==> config.mk <==
export PLATFORM = sky130hd
export DESIGN_NAME = dmem_port_arbiter
export DESIGN_NICKNAME = d
export VERILOG_FILES = /design/src/rtl/dmem_arb_pkg.sv /design/src/rtl/dmem_lane_align.sv /design/src/rtl/dmem_port_arbiter.sv
export SDC_FILE = /design/constraint.sdc
export NUM_CORES = 1
export LEC_CHECK = 0
export CORE_AREA = 10 10 119 121
export CTS_BUF_LIST = sky130_fd_sc_hd__clkbuf_4 sky130_fd_sc_hd__clkbuf_8
export CTS_CLUSTER_DIAMETER = 80
export CTS_CLUSTER_SIZE = 20
export DETAILED_ROUTE_END_ITERATION = 8
export DIE_AREA = 0 0 129 131
export PLACE_DENSITY = 0.85
export SLEW_MARGIN = 20
export SYNTH_ARGS = -nofsm -noshare
export SYNTH_HDL_FRONTEND = slang
export SYNTH_SLANG_ARGS = --single-unit
==> constraint.sdc <==
create_clock -name clk -period 1.9 [get_ports clk]
set_input_delay 0.38 -clock clk [delete_from_list [all_inputs] [get_ports clk]]
set_output_delay 0.38 -clock clk [all_outputs]
set_load 0.005 [all_outputs]
==> src/rtl/dmem_arb_pkg.sv <==
// Shared definitions for the data-memory port arbiter.
//   SZ_*      : access-size encodings carried on pN_size
//   ST_*      : arbiter FSM states
//   MEM_DEPTH_DEF : default number of 32-bit words in data memory
package dmem_arb_pkg;

    localparam int MEM_DEPTH_DEF = 4096;

    typedef enum logic [1:0] {
        SZ_BYTE = 2'd0,
        SZ_HALF = 2'd1,
        SZ_WORD = 2'd2,
        SZ_ILL  = 2'd3
    } size_e;

    typedef enum logic [1:0] {
        ST_IDLE   = 2'd0,
        ST_ACCESS = 2'd1,
        ST_RESP   = 2'd2
    } state_e;

endpackage

==> src/rtl/dmem_lane_align.sv <==
// Byte-lane alignment for a 32-bit word memory (purely combinational).
//   i_chk_size/i_chk_off : size and byte offset of the request being granted
//   o_misalign           : size is illegal or the offset is not size-aligned
//   i_size/i_off/i_uns   : latched size, byte offset and zero-extend flag
//   i_wdata              : right-justified store data
//   o_wstrb/o_wdata      : byte strobes and lane-replicated store data
//   i_rdata              : raw word read from memory
//   o_rdata              : selected and sign/zero-extended load data
module dmem_lane_align
    import dmem_arb_pkg::*;
(
    input  size_e       i_chk_size,
    input  logic [1:0]  i_chk_off,
    output logic        o_misalign,
    input  size_e       i_size,
    input  logic [1:0]  i_off,
    input  logic        i_uns,
    input  logic [31:0] i_wdata,
    output logic [3:0]  o_wstrb,
    output logic [31:0] o_wdata,
    input  logic [31:0] i_rdata,
    output logic [31:0] o_rdata
);

    logic [7:0]  w_byte;
    logic [15:0] w_half;

    always_comb begin
        o_misalign = 1'b0;
        case (i_chk_size)
            SZ_HALF: o_misalign = i_chk_off[0];
            SZ_WORD: o_misalign = (i_chk_off != 2'b00);
            SZ_ILL:  o_misalign = 1'b1;
            default: o_misalign = 1'b0;
        endcase
    end

    // Store side: replicate the data into every lane so the strobes alone pick the target bytes.
    always_comb begin
        // NOTE: every output gets a default first so no path through the case leaves it unassigned (no latch).
        o_wstrb = 4'b0000;
        o_wdata = 32'h0;
        case (i_size)
            SZ_BYTE: begin
                o_wstrb = 4'b0001 << i_off;
                o_wdata = {4{i_wdata[7:0]}};
            end
            SZ_HALF: begin
                o_wstrb = i_off[1] ? 4'b1100 : 4'b0011;
                o_wdata = {2{i_wdata[15:0]}};
            end
            SZ_WORD: begin
                o_wstrb = 4'b1111;
                o_wdata = i_wdata;
            end
            default: ;
        endcase
    end

    // Load side: pick the addressed byte/half, then extend.
    always_comb begin
        w_byte = i_rdata[7:0];
        case (i_off)
            2'd1:    w_byte = i_rdata[15:8];
            2'd2:    w_byte = i_rdata[23:16];
            2'd3:    w_byte = i_rdata[31:24];
            default: w_byte = i_rdata[7:0];
        endcase
        w_half = i_off[1] ? i_rdata[31:16] : i_rdata[15:0];

        o_rdata = i_rdata;
        case (i_size)
            SZ_BYTE: o_rdata = {{24{~i_uns & w_byte[7]}}, w_byte};
            SZ_HALF: o_rdata = {{16{~i_uns & w_half[15]}}, w_half};
            default: o_rdata = i_rdata;
        endcase
    end

endmodule

==> src/rtl/dmem_port_arbiter.sv <==
// Two-port round-robin arbiter and access sequencer for a single-port word memory.
// Port 0 is the core load/store path, port 1 the debug/DMA path.
//   clk, reset            : clock and asynchronous active-high reset
//   pN_req..pN_wdata      : request from port N, held until pN_ack
//   pN_ack                : one-cycle completion pulse to the granted port
//   resp_rdata, resp_err  : response data/error, valid while an ack is high
//   busy                  : FSM is not in IDLE
//   mem_*                 : synchronous memory interface (read data one cycle after mem_en)
module dmem_port_arbiter
    import dmem_arb_pkg::*;
#(
    parameter int MEM_DEPTH = MEM_DEPTH_DEF,
    parameter int AW        = $clog2(MEM_DEPTH)
) (
    input  logic          clk,
    input  logic          reset,
    input  logic          p0_req,
    input  logic          p0_we,
    input  logic [31:0]   p0_addr,
    input  logic [1:0]    p0_size,
    input  logic          p0_uns,
    input  logic [31:0]   p0_wdata,
    output logic          p0_ack,
    input  logic          p1_req,
    input  logic          p1_we,
    input  logic [31:0]   p1_addr,
    input  logic [1:0]    p1_size,
    input  logic          p1_uns,
    input  logic [31:0]   p1_wdata,
    output logic          p1_ack,
    output logic [31:0]   resp_rdata,
    output logic          resp_err,
    output logic          busy,
    output logic          mem_en,
    output logic          mem_we,
    output logic [AW-1:0] mem_addr,
    output logic [3:0]    mem_wstrb,
    output logic [31:0]   mem_wdata,
    input  logic [31:0]   mem_rdata
);

    state_e        r_state;
    logic          r_last_grant;
    logic          r_we;
    logic [AW-1:0] r_waddr;
    logic [1:0]    r_off;
    size_e         r_size;
    logic          r_uns;
    logic [31:0]   r_wdata;
    logic          r_err;
    logic          r_mem_en;
    logic          r_ack0;
    logic          r_ack1;

    logic          w_req_any;
    logic          w_sel;
    logic          w_in_we;
    logic [31:0]   w_in_addr;
    size_e         w_in_size;
    logic          w_in_uns;
    logic [31:0]   w_in_wdata;
    logic          w_misalign;
    logic          w_out_of_range;
    logic          w_illegal;
    logic [3:0]    w_strb;
    logic [31:0]   w_wdata;
    logic [31:0]   w_ld_data;
    logic          w_ack_any;

    // Single requester wins outright; on a tie the port that did not win last time goes.
    assign w_req_any = p0_req | p1_req;
    assign w_sel     = p1_req & (~p0_req | ~r_last_grant);

    assign w_in_we    = w_sel ? p1_we    : p0_we;
    assign w_in_addr  = w_sel ? p1_addr  : p0_addr;
    assign w_in_size  = size_e'(w_sel ? p1_size : p0_size);
    assign w_in_uns   = w_sel ? p1_uns   : p0_uns;
    assign w_in_wdata = w_sel ? p1_wdata : p0_wdata;

    assign w_out_of_range = {2'b00, w_in_addr[31:2]} >= 32'(MEM_DEPTH);
    assign w_illegal      = w_misalign | w_out_of_range;

    dmem_lane_align u_align (
        .i_chk_size (w_in_size),
        .i_chk_off  (w_in_addr[1:0]),
        .o_misalign (w_misalign),
        .i_size     (r_size),
        .i_off      (r_off),
        .i_uns      (r_uns),
        .i_wdata    (r_wdata),
        .o_wstrb    (w_strb),
        .o_wdata    (w_wdata),
        .i_rdata    (mem_rdata),
        .o_rdata    (w_ld_data)
    );

    // r_last_grant doubles as the identity of the port currently being served.
    always_ff @(posedge clk or posedge reset) begin
        if (reset) begin
            r_state      <= ST_IDLE;
            r_last_grant <= 1'b1;
            r_we         <= 1'b0;
            r_waddr      <= '0;
            r_off        <= 2'b00;
            r_size       <= SZ_BYTE;
            r_uns        <= 1'b0;
            r_wdata      <= 32'h0;
            r_err        <= 1'b0;
            r_mem_en     <= 1'b0;
            r_ack0       <= 1'b0;
            r_ack1       <= 1'b0;
        end else begin
            // NOTE: non-blocking assignments keep every register update tied to the same clock edge.
            r_mem_en <= 1'b0;
            r_ack0   <= 1'b0;
            r_ack1   <= 1'b0;
            case (r_state)
                ST_IDLE: begin
                    if (w_req_any) begin
                        r_last_grant <= w_sel;
                        r_we         <= w_in_we;
                        r_waddr      <= w_in_addr[AW+1:2];
                        r_off        <= w_in_addr[1:0];
                        r_size       <= w_in_size;
                        r_uns        <= w_in_uns;
                        r_wdata      <= w_in_wdata;
                        r_err        <= w_illegal;
                        if (w_illegal) begin
                            // Rejected requests skip the memory and answer at once.
                            r_state <= ST_RESP;
                            r_ack0  <= ~w_sel;
                            r_ack1  <= w_sel;
                        end else begin
                            r_state  <= ST_ACCESS;
                            r_mem_en <= 1'b1;
                        end
                    end
                end
                ST_ACCESS: begin
                    r_state <= ST_RESP;
                    r_ack0  <= ~r_last_grant;
                    r_ack1  <= r_last_grant;
                end
                ST_RESP: r_state <= ST_IDLE;
                default: r_state <= ST_IDLE;
            endcase
        end
    end

    assign w_ack_any  = r_ack0 | r_ack1;
    assign p0_ack     = r_ack0;
    assign p1_ack     = r_ack1;
    assign resp_err   = w_ack_any & r_err;
    assign resp_rdata = (w_ack_any && !r_we && !r_err) ? w_ld_data : 32'h0;
    assign busy       = (r_state != ST_IDLE);

    assign mem_en    = r_mem_en;
    assign mem_we    = r_mem_en & r_we;
    assign mem_addr  = r_mem_en ? r_waddr : '0;
    assign mem_wstrb = mem_we ? w_strb  : 4'b0000;
    assign mem_wdata = mem_we ? w_wdata : 32'h0;

endmodule

==> impl_results.md, run 1 <==
* Die Area at 16900 µm²
* Die extent in y at approximately 130 µm
* Required time of the critical path at 1.52 ns
* Final hold slack at about 0.31 ns
* Synth warn at 0
* Initial DRC count at 350
* Clk sinks at 57
* Final WL at 21.0 mm
* FFs w/ async S/R, synth at 1.00
* Routed Antenna Nets at 0
* Fillers at 894
* Cts hold-fix bufs at 0
* Multi-input gate area in the final layout at between 2000 and 3000 µm²
* Total I/O pin count at between 200 and 300
* PortBufs at about 260
* Core Util, Final at 0.687
* Area share of the largest cell type after synthesis at 0.366
* Worst Setup Path Type: in2out
* Row count at 40
* Setup-failing EPs final at 70
* Avg Cell Area, Syn at 8.28 µm²
* CTS buffer count at 9
* Unrepaired setup endpoints after global routing: true
* Post-synth EDFFs at 0
* Slew headroom at 0.450
* Critical path endpoint category: output pin
* Clk buf depth at 2
* Core area at 11800 µm²
* GRT Overall Usage at 0.220
* Total grt overflow at 0
* R2R setup slack at -0.02 ns
* Largest area contributor in the netlist: dfrtp_1
* Post-Syn Instances at 462
* LEAKAGE at 3.86 nW
* DR WL/cell at 21.4 µm
* Reg-to-Reg End: r_wdata[8]$_DFFE_PP0P_
* Max cap viols at 0
* PD cells at 682 nW/µm²
* Area grow syn2layout at 112%
* Nets at 1001
* Status: finished with violations
* GPL Wtd Cong at 0.890
* Vias in the first global route at between 5000 and 6000
* Max-slew violations at 0
* Reg-to-Reg Start: r_last_grant$_DFFE_PP1P_
* DRC Markers at 0
* Arr. time, crit path at 2.27 ns
* Post-synthesis sequential area ratio at 0.373
* Clock root cell: clkbuf_8
* Routed via count at roughly 5400
* H-tree depth at 3
* Area occupied by registers at 1430 µm²
* Via density at 5.47
* Slew at the pin with the worst max-slew slack at around 0.82 ns
* Max Clk Rate at 0.377 GHz
* Synthesized area at 3830 µm²
* Layout cell share with drive strength beyond 1 at 0.361
* Violated checks: negative setup slack
* Hold Path Class: in2async
* CTS tree: built
* Initial Util at 0.324
* Worst skew pair latency at roughly 0.35 ns
* Pin count of the biggest net entering global routing at 52
* Clock slew at reported path FFs at 0.06 ns
* Worst-case reg-to-reg path depth at 4
* Post-synth cell types at 45
* Final Skew at 0.0106 ns
* Final Worst Setup Slack at -0.753 ns
* Max VDD drop at 0.374 mV
* Startpoint types: input port
* Yosys reg bits at 57
* Ys flop type: dfrtp_1
* Period utilization at 1.40
* Dominant cells by area after synthesis: dfrtp_1 37%, mux2i_1 8.1%, a22oi_1 8.0%
* Pre-CTS setup slack at -0.911 ns
* Count of final hold-check violations at 0
* Post-DP HPWL at around 15 mm
* DR pass1 iterations at 6
* Syn_nets at 634
* Initial antenna violation count at 0
* First-pass GRT wire length at 29.0 mm
* Post-layout min period at 2.65 ns
* Worst-path fanout max at 4
* Diodes inserted at 0
* Die width at 129 µm
==> Yosys cell counts, types with 8 or more instances <==
| master | count |
|---|---|
| a21o_1 | 17 |
| o21ai_0 | 9 |
| mux2i_1 | 31 |
| o21ai_1 | 51 |
| nor2_1 | 40 |
| clkbuf_1 | 24 |
| a21oi_1 | 25 |
| nor4_1 | 8 |
| and2_1 | 22 |
| a22oi_1 | 41 |
| dfrtp_1 | 56 |
| nand2_1 | 64 |
==> layout by cell type (no fill, tap or decap), drive strengths merged, types with 2 or more instances in the layout <==
master and count:
buf 186, clkdlybuf4s50 168, nand2 65, o21ai 60
dfrtp 56, a22oi 41, nor2 40, mux2i 31
a21oi 25, clkbuf 25, and2 22, a21o 17
dlygate4sd2 16, mux2 9, nor4 8, inv 8
a222oi 7, nand3 7, o21a 6, dlymetal6s2s 4
clkinv 4, a21boi 4, a221oi 2, clkinvlp 2
or4 2, o22ai 2
==> per-stage QoR <==
stage                     cell area [µm²]  setup TNS, ns  std cells  power (mW)
final                                8120         -28.61        980        5.53
after global routing                 8120         -33.64        980        5.82
after CTS                            7370         -29.56        937        4.71
after detailed placement             7040         -49.26        900        3.45
after global placement               7040         -43.50        900        3.38
after floorplan                      3830         -0.928        462        2.48
==> area by class of cell <==
class	instances	share of cell area
clock buffers	9	0.0153
well taps	147	0.0227
inverters	9	0.00509
clock inverters	6	0.00740
repair buffers	390	0.447
flip-flops and latches	57	0.176
multi-input cells	362	0.327
==> registers in the layout (all words and copies together), names as in the netlist, 2 cells and up <==
name	count
r_off	2
r_size	2
r_state	2
r_waddr	12
r_wdata	32
==> critical path: stages <==
cell,delay [ns]
clkdlybuf4s50_1,0.43
mux4_2,0.50
nand2_2,0.10
a2111oi_4,0.08
buf_4,0.16
clkbuf_16,0.14
buf_6,0.11
buf_6,0.10
a21o_1,0.14
buf_2,0.12
==> report_power, final <==
group	total [mW]	internal, mW	switching (mW)
clock	1.09	0.589	0.498
sequential	1.72	1.45	0.273
combinational	2.72	1.54	1.18
total	5.53	3.58	1.95
==> metal layers <==
metal	share of wire	routed length, µm	GRT usage	vias up
li1	-	-	-	2421
met5	0	0	0	-
met3	0.10	2180	0.0774	70
met1	0.35	7280	0.232	2536
met4	0.041	859	0.0849	0
met2	0.51	10600	0.396	332
==> what timing repair did <==
item,4_1_cts,5_1_grt
setup endpoints to repair,109,82
cloned,2,4
pin swaps,13,36
gates resized for setup,245,186
buffers inserted,20,41
hold endpoints to repair,0,0
==> worst max-delay path by stage <==
stage	start	end	slack [ns]	cells past startpoint
2_1_floorplan	r_off[1]$_DFFE_PP0P_	resp_rdata[21]	-0.09	6
3_3_place_gp	mem_rdata[15]	resp_rdata[27]	-0.86	8
3_5_place_dp	mem_rdata[15]	resp_rdata[26]	-0.91	8
4_1_cts	r_off[1]$_DFFE_PP0P_	resp_rdata[30]	-0.86	8
5_1_grt	r_off[1]$_DFFE_PP0P_	resp_rdata[30]	-0.83	9
6_report	mem_rdata[23]	resp_rdata[30]	-0.75	10
==> logic make-up after synthesis <==
kind of cell,count (synthesis),synth area share
compound gates,168,0.285
xor+xnor,1,0.00229
buf+inv,44,0.0474
flops,57,0.373
mux,41,0.113
simple gates,151,0.179
Power figures use the tool's default switching activity.
==> run 2, diff against run 1 <==
- CORE_AREA: 10 10 119 121 -> 2 2 111 113
- DIE_AREA: 0 0 129 131 -> 0 0 113 115
==> run 2 against run 1 <==
Net effect: the flow finishes with violations (design-rule violations, negative setup slack); clock power up 4%; combinational power down 1%; first-iteration DRC count up 44%; sequential power about the same; fmax down 0.16%; sequential cell count unchanged; register-to-register slack better by 0.33 ns; final cell count up 0.61%; clock skew about the same; non-clock buffer count up 6; global-route usage up 5.8 points; critical endpoint is now resp_rdata[22].
==> impl_results.md, run 2 (same netlist as run 1, synthesis figures left out) <==
* PD cells at 675 nW/µm²
* Area grow syn2layout at 114%
* Worst skew pair latency at approximately 0.34 ns
* Most frequent cells in the layout: 170 x clkdlybuf4s50_1, 68 x buf_4, 66 x buf_6
* Psw at slightly below 2 mW
* Via density at 5.41
* Hold Path Class: in2async
* PortBufs at 257
* CP max-delay cell: mux4_2
* Cell internal pwr at 3.53 mW
* Nets at 1006
* Die extent in y at 115 µm
* Cts hold-fix bufs at 0
* Buffers & Inverters on Critical Path at 5
* Routed via count at 5335
* CTS buffer count at 9
* Multi-input gate area in the final layout at roughly 2600 µm²
* DR WL/cell at 19.7 µm
* Crit-path cells: mux4_2 -> nand2_2 -> a2111oi_4 -> buf_4 -> buf_6 -> buf_6 -> buf_6 -> a21o_1 -> buf_2
* Sw frac at 0.360
* DRC Markers at 23
* Fillers at about 860
* DR pass1 iterations at 9
* Commonest non-fill, non-tap cell in the layout: clkdlybuf4s50_1
* Slew at the pin with the worst max-slew slack at slightly below 0.4 ns
* Layout cell share with drive strength beyond 1 at 0.380
* Status: finished with violations
* H-tree depth at 3
* Total I/O pin count at 258
* Total grt overflow at 0
* Die width at around 110 µm
* CTS tree: built
* Biggest regs: r_wdata (32), r_waddr (12)
* Crit-path max cell delay at 0.57 ns
* Vias in the first global route at 5489
* Critical path's top delay family: buffers and inverters
* Sequential Power Share at 0.310
* Routed Antenna Nets at 0
* GRT Overall Usage at 0.278
* Max cap viols at 0
* Finished Layout Cells at 986
* Final Skew at 0.0106 ns
* Slew headroom at 0.742
* Final WL at roughly 19 mm
* Setup-failing EPs final at 61
* Initial antenna violation count at 0
* Die Area at 13000 µm²
* Area occupied by registers at 1430 µm²
* Arr. time, crit path at 2.28 ns
* Startpoint types: flip-flop
* Clock root cell: clkbuf_8
* Placed Cells at 895
* Total chip power at 5.51 mW
* Initial Util at 0.324
* LEAKAGE at between 3 and 4 nW
* GPL Wtd Cong at 1.01
* Post-layout min period at 2.66 ns
* Initial DRC count at 504
* Number of flip-flops in the largest register at 32
* Max VDD drop at 0.406 mV
* Clock slew at reported path FFs at 0.07 ns
* Final Worst Setup Slack at -0.758 ns
* Violated checks: design-rule violations, negative setup slack
* Most frequent CP cell: buf_6
* Period utilization at 1.40
* Count of final hold-check violations at 0
* Area of all placed cells without fillers at roughly 8200 µm²
* Dpl cell area at 6990 µm²
* Row count at 40
* Unrepaired setup endpoints after global routing: true
* Worst Setup Path Type: reg2out
* Top reg by flops: r_wdata
* Required time of the critical path at between 1.5 and 2 ns
* Max Clk Rate at 0.376 GHz
* Clk buf depth at 2
* Max-slew violations at 0
* Pin count of the biggest net entering global routing at 58
* Core area at around 12000 µm²
* Critical path endpoint category: output pin
* Diodes inserted at 0
* Worst-path fanout max at 5
* Clk sinks at 57
* Gate power share at 0.485
* Post-DP HPWL at between 10 and 15 mm
* First-pass GRT wire length at ~28 mm
* Clock power frac at 0.205
==> run 2: cell types whose count changed in the layout (fill, tap and decap cells not counted), moves of 5 or more <==
cell	change
a21oi_2	+7
nand2_1	-5
a21oi_1	-5
clkbuf_2	-11
buf_6	+18
buf_2	+7
buf_4	-5
==> run 2: through the flow <==
step | TNS [ns] | worst slack, ns | util | hold WS (ns)
finish | -29.11 | -0.758 | 0.692 | 0.416
global route | -31.97 | -0.781 | 0.692 | 0.438
CTS | -25.38 | -0.754 | 0.658 | 0.430
detailed placement | -33.11 | -0.971 | 0.592 | 0.464
global placement | -30.54 | -0.872 | 0.592 | 0.431
floorplan | -0.928 | -0.0928 | - | 0.417
==> run 2: what timing repair did <==
action / CTS / global route
setup endpoints to repair: 83 / 71
gates resized for setup: 406 / 77
setup buffers: 62 / 20
gates cloned: 4 / 1
pin swaps: 46 / 40
==> run 2: routing by layer <==
layer,share of wire,track usage
met5,0,0
met4,0.034,0.107
met3,0.081,0.0622
met2,0.53,0.546
met1,0.35,0.287
==> run 2: cell type report <==
class	instances	area share
Clock buffer	9	0.0152
Clock inverter	7	0.00873
Inverter	9	0.00612
Multi-Input combinational cell	361	0.321
Sequential cell	57	0.175
Tap cell	147	0.0225
Timing Repair Buffer	396	0.451
==> run 2: path summary, 6_finish.rpt <==
kind                       depth (start not counted)                       end                     start  slack (ns)
setup / recovery                                   9            resp_rdata[22]      r_off[1]$_DFFE_PP0P_       -0.76
hold / removal                                     3   r_wdata[19]$_DFFE_PP0P_                     reset        0.42
setup reg to reg                                   6         r_err$_DFFE_PP0P_  r_last_grant$_DFFE_PP1P_        0.31
hold reg to reg                                    2    r_waddr[8]$_DFFE_PP0P_    r_waddr[8]$_DFFE_PP0P_        0.48
max in group asynchronous                          3  r_last_grant$_DFFE_PP1P_                     reset        1.17
min in group clk                                   2    r_waddr[8]$_DFFE_PP0P_    r_waddr[8]$_DFFE_PP0P_        0.48
==> run 2: tightest hold or removal path, delay by kind of cell <==
kind / cells / cell delay [ns]
buffers and inverters: 3 / 0.76
==> run 2: power groups by stage <==
stage	clock network, mW	registers (mW)	logic [mW]
after floorplan	0	1.59	0.894
after global routing	1.21	1.72	2.84
after CTS	1.14	1.66	2.32
final	1.13	1.71	2.68
after detailed placement	0	1.67	1.76
after global placement	0	1.66	1.71
